`src/rtl/i2s_pwm_sequencer.sv`:
```
// rtl/i2s_pwm_sequencer.sv - I2S-to-PWM sequencer: period counter, one-deep sample buffer, duty load, underrun and mute
module i2s_pwm_sequencer #(
    parameter int SAMPLE_W      = 16,
    parameter int PWM_W         = 8,
    parameter int STALL_PERIODS = 4
) (
    input  logic                       clk,
    input  logic                       rst_n,
    input  logic                       enable,
    input  logic                       smp_valid,
    output logic                       smp_ready,
    input  logic signed [SAMPLE_W-1:0] smp_left,
    input  logic signed [SAMPLE_W-1:0] smp_right,
    output logic        [PWM_W-1:0]    pwm_cnt,
    output logic                       period_start,
    output logic        [PWM_W-1:0]    duty_l,
    output logic        [PWM_W-1:0]    duty_r,
    output logic                       underrun,
    output logic                       muted
);

    localparam logic [PWM_W-1:0] MID       = {1'b1, {(PWM_W-1){1'b0}}};
    localparam logic [PWM_W-1:0] CNT_MAX   = '1;
    localparam logic [7:0]       STALL_LIM = 8'(STALL_PERIODS);

    typedef enum logic [1:0] {
        S_IDLE = 2'd0,
        S_RUN  = 2'd1,
        S_MUTE = 2'd2
    } state_t;

    state_t           r_state;
    logic [PWM_W-1:0] r_pwm_cnt;
    logic             r_pend_full;
    logic [PWM_W-1:0] r_pend_l;
    logic [PWM_W-1:0] r_pend_r;
    logic [7:0]       r_stall_cnt;
    logic [PWM_W-1:0] r_duty_l;
    logic [PWM_W-1:0] r_duty_r;
    logic             r_underrun;
    logic             r_muted;

    logic             w_ready;
    logic             w_xfer;
    logic             w_boundary;
    logic             w_have_data;
    logic [PWM_W-1:0] w_conv_l;
    logic [PWM_W-1:0] w_conv_r;
    logic [PWM_W-1:0] w_load_l;
    logic [PWM_W-1:0] w_load_r;

    // Offset-binary: keep the top PWM_W bits and flip the sign bit.
    function automatic logic [PWM_W-1:0] to_duty(input logic [SAMPLE_W-1:0] s);
        return s[SAMPLE_W-1 -: PWM_W] ^ MID;
    endfunction

    generate
        if (SAMPLE_W > PWM_W) begin : g_trunc
            logic w_unused_lsbs;
            assign w_unused_lsbs = ^{smp_left[SAMPLE_W-PWM_W-1:0], smp_right[SAMPLE_W-PWM_W-1:0]};
        end
    endgenerate

    assign w_ready     = (r_state != S_IDLE) && !r_pend_full;
    assign w_xfer      = smp_valid && w_ready;
    assign w_boundary  = (r_state != S_IDLE) && (r_pwm_cnt == CNT_MAX);
    assign w_have_data = r_pend_full || w_xfer;
    assign w_conv_l    = to_duty(smp_left);
    assign w_conv_r    = to_duty(smp_right);
    // A full pending buffer forces ready low, so a boundary transfer only happens when bypassing.
    assign w_load_l    = r_pend_full ? r_pend_l : w_conv_l;
    assign w_load_r    = r_pend_full ? r_pend_r : w_conv_r;

    always_ff @(posedge clk or negedge rst_n) begin
        if (!rst_n) begin
            r_state     <= S_IDLE;
            r_pwm_cnt   <= '0;
            r_pend_full <= 1'b0;
            r_pend_l    <= MID;
            r_pend_r    <= MID;
            r_stall_cnt <= '0;
            r_duty_l    <= MID;
            r_duty_r    <= MID;
            r_underrun  <= 1'b0;
            r_muted     <= 1'b1;
        end else begin
            r_underrun <= 1'b0;
            if (!enable) begin
                r_state     <= S_IDLE;
                r_pwm_cnt   <= '0;
                r_pend_full <= 1'b0;
                r_stall_cnt <= '0;
                r_duty_l    <= MID;
                r_duty_r    <= MID;
                r_muted     <= 1'b1;
            end else begin
                case (r_state)
                    S_IDLE: begin
                        r_state <= S_RUN;
                        r_muted <= 1'b0;
                    end
                    S_RUN, S_MUTE: begin
                        r_pwm_cnt <= r_pwm_cnt + PWM_W'(1);
                        if (w_boundary) begin
                            if (w_have_data) begin
                                r_duty_l    <= w_load_l;
                                r_duty_r    <= w_load_r;
                                r_pend_full <= 1'b0;
                                r_stall_cnt <= '0;
                                r_state     <= S_RUN;
                                r_muted     <= 1'b0;
                            end else if (r_state == S_RUN) begin
                                r_underrun <= 1'b1;
                                if (r_stall_cnt != 8'hFF) begin
                                    r_stall_cnt <= r_stall_cnt + 8'd1;
                                end
                                if (r_stall_cnt + 8'd1 == STALL_LIM) begin
                                    r_state  <= S_MUTE;
                                    r_muted  <= 1'b1;
                                    r_duty_l <= MID;
                                    r_duty_r <= MID;
                                end
                            end
                        end else if (w_xfer) begin
                            r_pend_l    <= w_conv_l;
                            r_pend_r    <= w_conv_r;
                            r_pend_full <= 1'b1;
                        end
                    end
                    default: begin
                        r_state <= S_IDLE;
                        r_muted <= 1'b1;
                    end
                endcase
            end
        end
    end

    assign smp_ready    = w_ready;
    assign pwm_cnt      = r_pwm_cnt;
    assign period_start = (r_state != S_IDLE) && (r_pwm_cnt == '0);
    assign duty_l       = r_duty_l;
    assign duty_r       = r_duty_r;
    assign underrun     = r_underrun;
    assign muted        = r_muted;

endmodule

```
`config.mk`:
```
export PLATFORM = sky130hd
export DESIGN_NAME = i2s_pwm_sequencer
export DESIGN_NICKNAME = d
export VERILOG_FILES = /design/src/rtl/i2s_pwm_sequencer.sv
export SDC_FILE = /design/constraint.sdc
export NUM_CORES = 1
export LEC_CHECK = 0
export ABC_AREA = 0
export CAP_MARGIN = 20
export CORE_AREA = 2 2 77 109
export CTS_CLUSTER_DIAMETER = 60
export CTS_CLUSTER_SIZE = 12
export DETAILED_ROUTE_END_ITERATION = 12
export DIE_AREA = 0 0 79 111
export PLACE_DENSITY = 0.6
export SLEW_MARGIN = 20
export SYNTH_ARGS = -nofsm -noshare
export SYNTH_HDL_FRONTEND = slang
export SYNTH_SLANG_ARGS = --single-unit
export TNS_END_PERCENT = 20
```
`constraint.sdc`:
```
create_clock -name clk -period 2.05 [get_ports clk]
set_input_delay 0.41 -clock clk [delete_from_list [all_inputs] [get_ports clk]]
set_output_delay 0.41 -clock clk [all_outputs]
set_load 0.02 [all_outputs]
```
---- Word-level counts from Yosys, hierarchy flattened ----
Index checks and enable logic that the tools add are counted.
word-level totals
  register bits after elaboration ......... 53
  latch bits .............................. 0
  bits in writable memories ............... 0
  memory bits (read-only) ................. 0
  output and inout port bits .............. 28
  memories ................................ 0
cells by class
  add/subtract/negate cells ............... 2
  multiply operators ...................... 0
  divide/modulo/power cells ............... 0
  magnitude comparators ................... 0
  eq/ne operators ......................... 15
  shift operators ......................... 0
  multiplexer cells ....................... 42
  bitwise logic cells ..................... 3
  reductions and logical operators ........ 15
operators with widths
  operator             number
  $mux 8               20
  $add 8x1->8 const B  2
  $mux 1               15
  $ne 3x1->1 const B   4
  $reduce_and 4->1     3
  $mux 2               5
  $eq 8x3->1 const B   1
  $eq 8x8->1 const B   1
  $logic_not 8->1      1
  $ne 4x4->1 const B   2
  $ne 8x8->1 const B   1
  $reduce_and 3->1     2
  $logic_and 1x1->1    4
  $ne 2x1->1 const B   2
  $pmux 2 s2           1
  $ne 3x2->1 const B   1
  $ne 3x3->1 const B   1
  $not 1->1            3
  $eq 2x1->1 const B   1
  $eq 2x2->1 const B   1
  $logic_not 2->1      1
  $pmux 1 s2           1
  $reduce_bool 2->1    1
  $reduce_or 2->1      1
  other kinds (2)      2

---- Depth between registers and ports, before layout ----
Gate-level depths: netlist of the first run.
  depth after elaboration ................. 8
  mapped depth ............................ 8

---- Worst setup path before layout of the first run ----
Ideal clock, no wire load.
  path kind ............................... register -> register
  from .................................... register r_state[0]
  to ...................................... register r_pend_l[1]
  setup time .............................. 127 ps
  arrival ................................. 1872 ps
  required time ........................... 1923 ps
  setup slack ............................. 50 ps
  cell stages (with the launch flop) ...... 8
  buffers on the path ..................... 1
  period minus slack after synthesis ...... 2000 ps
  cell sequence ........................... dfrtp_1 inv_1 ha_1 nand4b_1 nor2_1 nand3b_4 buf_6 mux2_1
between the ends
  word-level cells in the longest chain between the ends .. 4
  elaborated cells on any way between the ends .. 9
  classes of those cells .................. 2 x eq/ne; 1 x bitwise; 6 x reduce/logical
RTL lines
  what                                                   line    source
  start, declared                                        32      state_t r_state;
  start signal, assigned                                 76      r_state <= S_IDLE;
  start signal, assigned                                 89      r_state <= S_IDLE;
  start signal, assigned                                 99      r_state <= S_RUN;
  $reduce_bool 2->1                                      64, 66
  $logic_and 1x1->1, on equally long branches            64, 66
  $logic_and 1x1->1 / $not 1->1 (equally long branches)  n/a
  $reduce_and 4->1 (no source line) (*)                  n/a
  end signal, assigned                                   125     r_pend_l <= w_conv_l;
  end, declared                                          35      logic [PWM_W-1:0] r_pend_l;
Mark *: on every way between the ends. The rest lies on a longest branch, timed or not.
A chain may end at the register's enable or synchronous reset.

---- Worst setup path after layout of the first run ----
  from .................................... register r_pwm_cnt[5] (netlist: pwm_cnt[5])
  to ...................................... output period_start
between the ends
  word-level cells in the longest chain between the ends .. 2
RTL lines
  what                    line  source
  start, declared         33    logic [PWM_W-1:0] r_pwm_cnt;
  start signal, assigned  103   r_pwm_cnt <= r_pwm_cnt + PWM_W'(1);
  $logic_not 8->1         141   assign period_start = (r_state != S_IDLE) && (r_pwm_cnt == '0);
  $logic_and 1x1->1       141
  end, declared           15    output logic period_start,
Every way passes these cells.

==> flow_summary_export.csv, run 1 <==
group,metric,value,unit
timing,finalMaxSlewViolations,0,
drt,wl_per_cell,14.62,um
cts,h-tree-depth,2,
yosys,syn_inst,230,
yosys,yosys.area_share.xor_xnor,1.970,%
cells_and_area,nFillCells,775,
critical_path,cpMaxStageDelayCell,"dfrtp_1",
critical_path,cp_cell_sequence,"nor4_1 > and4_1 > clkdlybuf4s15_1",
drt,routed_via_density,4.953,
drt,drt_iter0_markers,94,
yosys,synthMuxAreaShare,11.54,%
timing,finalCritPeriodShare,95.37,%
pwr,power_density,877.5,nW/um^2
timing,fmax,511.5,MHz
critical_path,critical_path.max_stage_delay,0.38,ns
floorplan,die_height,111,um
yosys,synth-compound-area-share,14.82,%
critical_path,cp.required,1.64,ns
yosys,synth_nets,273,
hold_path,hold_class,"primary input to async pin",
outcome,outcome,"finished, final reports clean",
placed_design,routabilityCongestion,0.8492,
yosys,synthAdderAreaFrac,3.283,%
drt,wirelength,5922,um
critical_path,crit_arrival,1.55,ns
placed_design,place_area,3435,um^2
floorplan,die-area,8769,um^2
timing,finClkSkew,0.004709,ns
cts,cts_tree,"yes",
yosys,yosysUniqueCellTypes,50,
cells_and_area,diodes,0,
cts,cts_buffer_depth,2,
critical_path,worstPathMaxFanout,2,
critical_path,start_kind,"register",
floorplan,row_count,39,
cells_and_area,area_growth_syn_to_layout,36.16,%
grt,grt_pass1_wl,10520,um
floorplan,pin_count,64,
cts,cts_root_buffer,"clkbuf_16",
cts,cts_made_buffers,5,
floorplan,core-area,7905,um^2
critical_path,critPathTopFamily,"simple AND/OR/NAND/NOR gates",
drt,ant_nets,0,
grt,grt_max_degree,33,
critical_path,end_kind,"primary output",
timing,hold_viol_final,0,
grt,overflow,0,
floorplan,die_w,79,um
yosys,synth_top_family_by_area,"compound AO/OA/AOI/OAI gates",
cts,ctsHoldBuffers,0,
grt,antenna_found_initial,0,
floorplan,start_util,33.74,%
cts,clkTransAtPathRegs,0.07,ns
yosys,ys_ff_latch,53,
drt,firstDrtPassIters,4,
drt,vias,2006,
timing,slew_headroom,65.48,%
yosys,netlist_area,2668,um^2
yosys,synthDominantCellAreaShare,45.03,%
yosys,synth-simple-area-share,14.54,%
grt,track_usage,15.00,%
placed_design,place_inst,396,
yosys,synth_largest_area_cell,"dfrtp_1",
cells_and_area,instances_no_fill,405,
pwr,ir_drop,0.4665,mV
yosys,ys_async_sr_fraction,100.0,%
yosys,synth_edf_count,0,
cells_and_area,nets,345,
yosys,seq_area_frac_synth,49.95,%
yosys,synth_warnings,0,
placed_design,hpwl,4283,um
critical_path,critPathKind,"register to primary output",
yosys,avgSynthCellArea,11.60,um^2
timing,rsz0062_at_grt,"false",
timing,worst_slew_pin_slew,0.5178,ns
timing,setup_viol,0,
critical_path,path_buf_inv,1,
cells_and_area,drive_above_1_share,21.78,%
cts,clkSinkCount,53,
grt,grt_pass1_vias,2132,
cells_and_area,fin_area,3632,um^2
drt,drcViolationCount,0,
run,max_cap_viol_count,0,
pwr,p_leak,0.001643,uW
cts,clk_latency,0.29,ns
placed_design,io_buffers,47,
yosys,yosys_most_used_dff,"dfrtp_1",
timing,period_needed,1.955,ns
yosys,synthTopCellsByArea,"dfrtp_1, mux2i_1, dfstp_2",
[flip-flops by register name (all words and copies together) (netlist names)]
signal	cells
r_pend_l	8
duty_l	8
r_pend_full	1
underrun	1
duty_r	8
muted	1
r_state	2
pwm_cnt	8
r_pend_r	8
r_stall_cnt	8
[report_power, final]
part | total [uW] | switching [uW] | internal [uW]
registers | 1370 | 115 | 1250
clock network | 963 | 384 | 579
logic | 858 | 417 | 440
[logic make-up (layout without fill, tap and decap cells)]
family	count (synthesis)	after routing
xor+xnor	6	6
buf+inv	21	94
compound gates	53	53
fa+ha+maj	7	7
flops	53	53
mux	29	29
simple gates	61	61
[placed cells by master, fill, tap and decap left out, types with 2 or more instances in the layout]
master           Yosys  routed
a211oi_1             3       3
a21oi_1             10      10
a31oi_1              3       3
and2_1               6       6
and3_1               3       3
and4_1               2       2
buf_12               0       3
buf_4                0      24
clkbuf_16            0       5
clkdlybuf4s50_1      0      44
dfrtp_1             48      48
dfstp_2              5       5
ha_1                 7       6
inv_1               12      11
mux2_1               6       6
mux2_2               8       8
mux2i_1             15      15
nand2_1              6       6
nand2b_1             2       2
nand3_1              4       4
nand4_1              4       4
nand4_2              2       2
nor2_1              15      15
nor4_1               2       2
o21ai_0             10       8
o21ai_1              0       2
o22a_1               3       3
o2bb2ai_1           15      15
xnor2_1              3       3
xor2_1               3       3
[worst paths after layout]
| kind | from | end | slack (ns) | cells past startpoint |
|---|---|---|---|---|
| max in group asynchronous | rst_n | duty_l[7] | 1.35 | 2 |
| worst max-delay path | pwm_cnt[5] | period_start | 0.09 | 3 |
| worst max register to register | r_state[0] | r_stall_cnt[7] | 0.16 | 8 |
| worst min register to register | muted | muted | 0.46 | 2 |
| min in group clk | muted | muted | 0.46 | 2 |
| worst min-delay path | rst_n | r_pend_l[4] | 0.08 | 1 |
[cells in the mapped netlist (4+ instances only)]
cell type  instances
o21ai_0           10
o2bb2ai_1         15
dfrtp_1           48
nand3_1            4
clkbuf_1           4
ha_1               7
inv_1             12
nor2_1            15
and2_1             6
mux2i_1           15
nand2_1            6
mux2_2             8
dfstp_2            5
nand4_1            4
a21oi_1           10
mux2_1             6
[per-layer routing]
| metal | share of wire [%] | up-vias | track usage, % |
|---|---|---|---|
| met5 | 0 | - | 0 |
| met4 | 1.8 | 0 | 5.402 |
| met3 | 2.5 | 8 | 1.873 |
| met2 | 52 | 33 | 26.33 |
| met1 | 43 | 975 | 18.59 |
| li1 | - | 990 | - |
[repair_timing]
item | in CTS | in global routing
gates resized for setup | 4 | 7
setup buffers | 0 | 1
endpoints found under the setup margin | 5 | 42
[layout make-up]
class / instances / area [um^2] / area share [%]
repair buffers: 74 / 704.4 / 19.39
clock inverters: 3 / 43.79 / 1.206
well taps: 102 / 127.6 / 3.514
clock buffers: 5 / 125.1 / 3.445
flip-flops and latches: 53 / 1333 / 36.69
inverters: 12 / 45.04 / 1.240
multi-input cells: 156 / 1254 / 34.52
[through the flow]
stage | setup TNS [ns] | utilization [%] | total power [uW] | setup WS [ns] | hold slack [ns]
6_report | 0 | 45.95 | 3187 | 0.09497 | 0.08209
5_1_grt | 0 | 45.95 | 3384 | 0.003039 | 0.1146
4_1_cts | 0 | 45.60 | 3206 | 0.01755 | 0.09879
3_5_place_dp | -0.2378 | 43.45 | 2238 | -0.07645 | 0.4159
3_3_place_gp | -0.1094 | 43.45 | 2211 | -0.04923 | 0.4147
2_1_floorplan | 0 | - | 1902 | 0.05008 | 0.1144
(Power assumes the default switching activity.)
==> run 2: changes to the inputs <==
- CTS_CLUSTER_SIZE: 12 -> 30
==> results of run 2 <==
The final DEF is identical to that of run 1; final timing and power are the same.
==> run 3: changes to the inputs <==
- REMOVE_ABC_BUFFERS: unset -> 1
==> flow_summary_export.csv, run 3 (synthesis gave the netlist of run 1 again) <==
group,metric,value,unit
outcome,outcome,"finished, final reports clean",
timing,worst_slew_pin_slew,0.5007,ns
drt,ant_nets,0,
cts,h-tree-depth,2,
grt,grt_max_degree,22,
hold_path,hold_class,"primary input to async pin",
cts,ctsHoldBuffers,0,
cts,cts_root_buffer,"clkbuf_16",
pwr,ir_drop,0.3943,mV
drt,drcViolationCount,0,
drt,wirelength,5999,um
placed_design,pre_cts_slack,-0.09134,ns
pwr,power,3164,uW
timing,hold_viol_final,0,
pwr,power_density,873.1,nW/um^2
cells_and_area,fin_area,3623,um^2
drt,drt_iter0_markers,79,
grt,grt_pass1_vias,2032,
drt,firstDrtPassIters,4,
cts,clkSinkCount,53,
timing,finClkSkew,0.005992,ns
critical_path,cp.required,2.24,ns
placed_design,hpwl,4156,um
cells_and_area,drive_above_1_share,23.36,%
placed_design,routabilityCongestion,0.8139,
floorplan,die_height,111,um
critical_path,end_kind,"register",
cells_and_area,nets,346,
run,max_cap_viol_count,0,
pwr,swShare,29.07,%
critical_path,worstPathMaxFanout,6,
cts,cts_buffer_depth,2,
cts,cts_made_buffers,5,
pwr,p_sw,919.7,uW
floorplan,die-area,8769,um^2
critical_path,critPathKind,"register to register",
timing,fmax,507.9,MHz
floorplan,pin_count,64,
pwr,p_comb_share,26.6,%
floorplan,row_count,39,
critical_path,start_kind,"register",
grt,antenna_found_initial,0,
pwr,clockPowerShare,30.4,%
critical_path,crit_arrival,2.15,ns
timing,setup_viol,0,
floorplan,start_util,33.74,%
cts,clkTransAtPathRegs,0.07,ns
pwr,p_leak,0.001632,uW
grt,track_usage,14.12,%
timing,worst_slack,0.08121,ns
drt,vias,2041,
drt,routed_via_density,5.027,
grt,overflow,0,
timing,finalCritPeriodShare,96.04,%
placed_design,io_buffers,47,
cells_and_area,final_cell_mix,"dfrtp_1, clkdlybuf4s50_1, buf_4",
drt,wl_per_cell,14.78,um
pwr,seqPwrFrac,43.0,%
cts,clk_latency,0.29,ns
cells_and_area,diodes,0,
floorplan,core-area,7905,um^2
placed_design,place_area,3382,um^2
cells_and_area,layout_commonest_cell,"dfrtp_1",
pwr,internal-power,2244,uW
cells_and_area,area_growth_syn_to_layout,35.84,%
grt,grt_pass1_wl,9860,um
cts,cts_tree,"yes",
timing,finalMaxSlewViolations,0,
timing,period_needed,1.969,ns
timing,slew_headroom,66.31,%
floorplan,die_w,79,um
[run 3: metal layers]
| layer | share of wire (%) | GRT usage (%) | up-vias |
|---|---|---|---|
| li1 | - | - | 986 |
| met4 | 2.5 | 5.402 | 0 |
| met3 | 3.8 | 2.606 | 10 |
| met2 | 51 | 24.52 | 48 |
| met5 | 0 | 0 | - |
| met1 | 42 | 17.05 | 997 |
[run 3: path summary, 6_finish.rpt]
kind                           startpoint         end  slack, ns  cells past startpoint
setup reg to reg           r_stall_cnt[3]  r_state[0]       0.08                      5
hold / removal                      rst_n   duty_l[2]       0.07                      1
max in group asynchronous           rst_n       muted       1.28                      2
hold reg to reg                 duty_r[7]   duty_r[7]       0.46                      2
min in group clk                duty_r[7]   duty_r[7]       0.46                      2
setup / recovery           r_stall_cnt[3]  r_state[0]       0.08                      5
[run 3: through the flow]
stage | util, % | hold slack, ns | TNS (ns) | cells
global route | 45.84 | 0.1036 | -0.005657 | 406
finish | 45.84 | 0.07185 | 0 | 406
floorplan | - | 0.1144 | -0.3410 | 221
detailed placement | 42.78 | 0.4027 | -1.687 | 394
global placement | 42.78 | 0.4070 | -1.341 | 394
CTS | 44.87 | 0.09322 | 0 | 402
[run 3: area by class of cell]
cell class | instances | area (um^2)
well taps | 102 | 127.6
clock buffers | 6 | 128.9
fillers | 742 | 4282
multi-input cells | 157 | 1279
clock inverters | 2 | 38.79
repair buffers | 74 | 669.4
inverters | 12 | 45.04
flip-flops and latches | 53 | 1335
[run 3: power by group through the flow]
stage	clock network [uW]	logic, uW	registers, uW
after floorplan	0	470	1400
after global placement	0	818	1370
after detailed placement	0	832	1380
after CTS	985	819	1360
after global routing	1030	933	1390
final	961	843	1360
[run 3: what timing repair did]
| item | 4_1_cts | 5_1_grt |
|---|---|---|
| cloned | 0 | 1 |
| setup endpoints to repair | 2 | 24 |
| pin swaps | 0 | 6 |
| resized for setup | 2 | 15 |
| buffers inserted | 0 | 4 |
[run 3: critical path: stages, from the launching register on]
cell and delay (ns):
dfrtp_2 0.44, or3_4 0.41, nor4_4 0.31, nor2_1 0.10
a221o_1 0.36, a22o_1 0.24
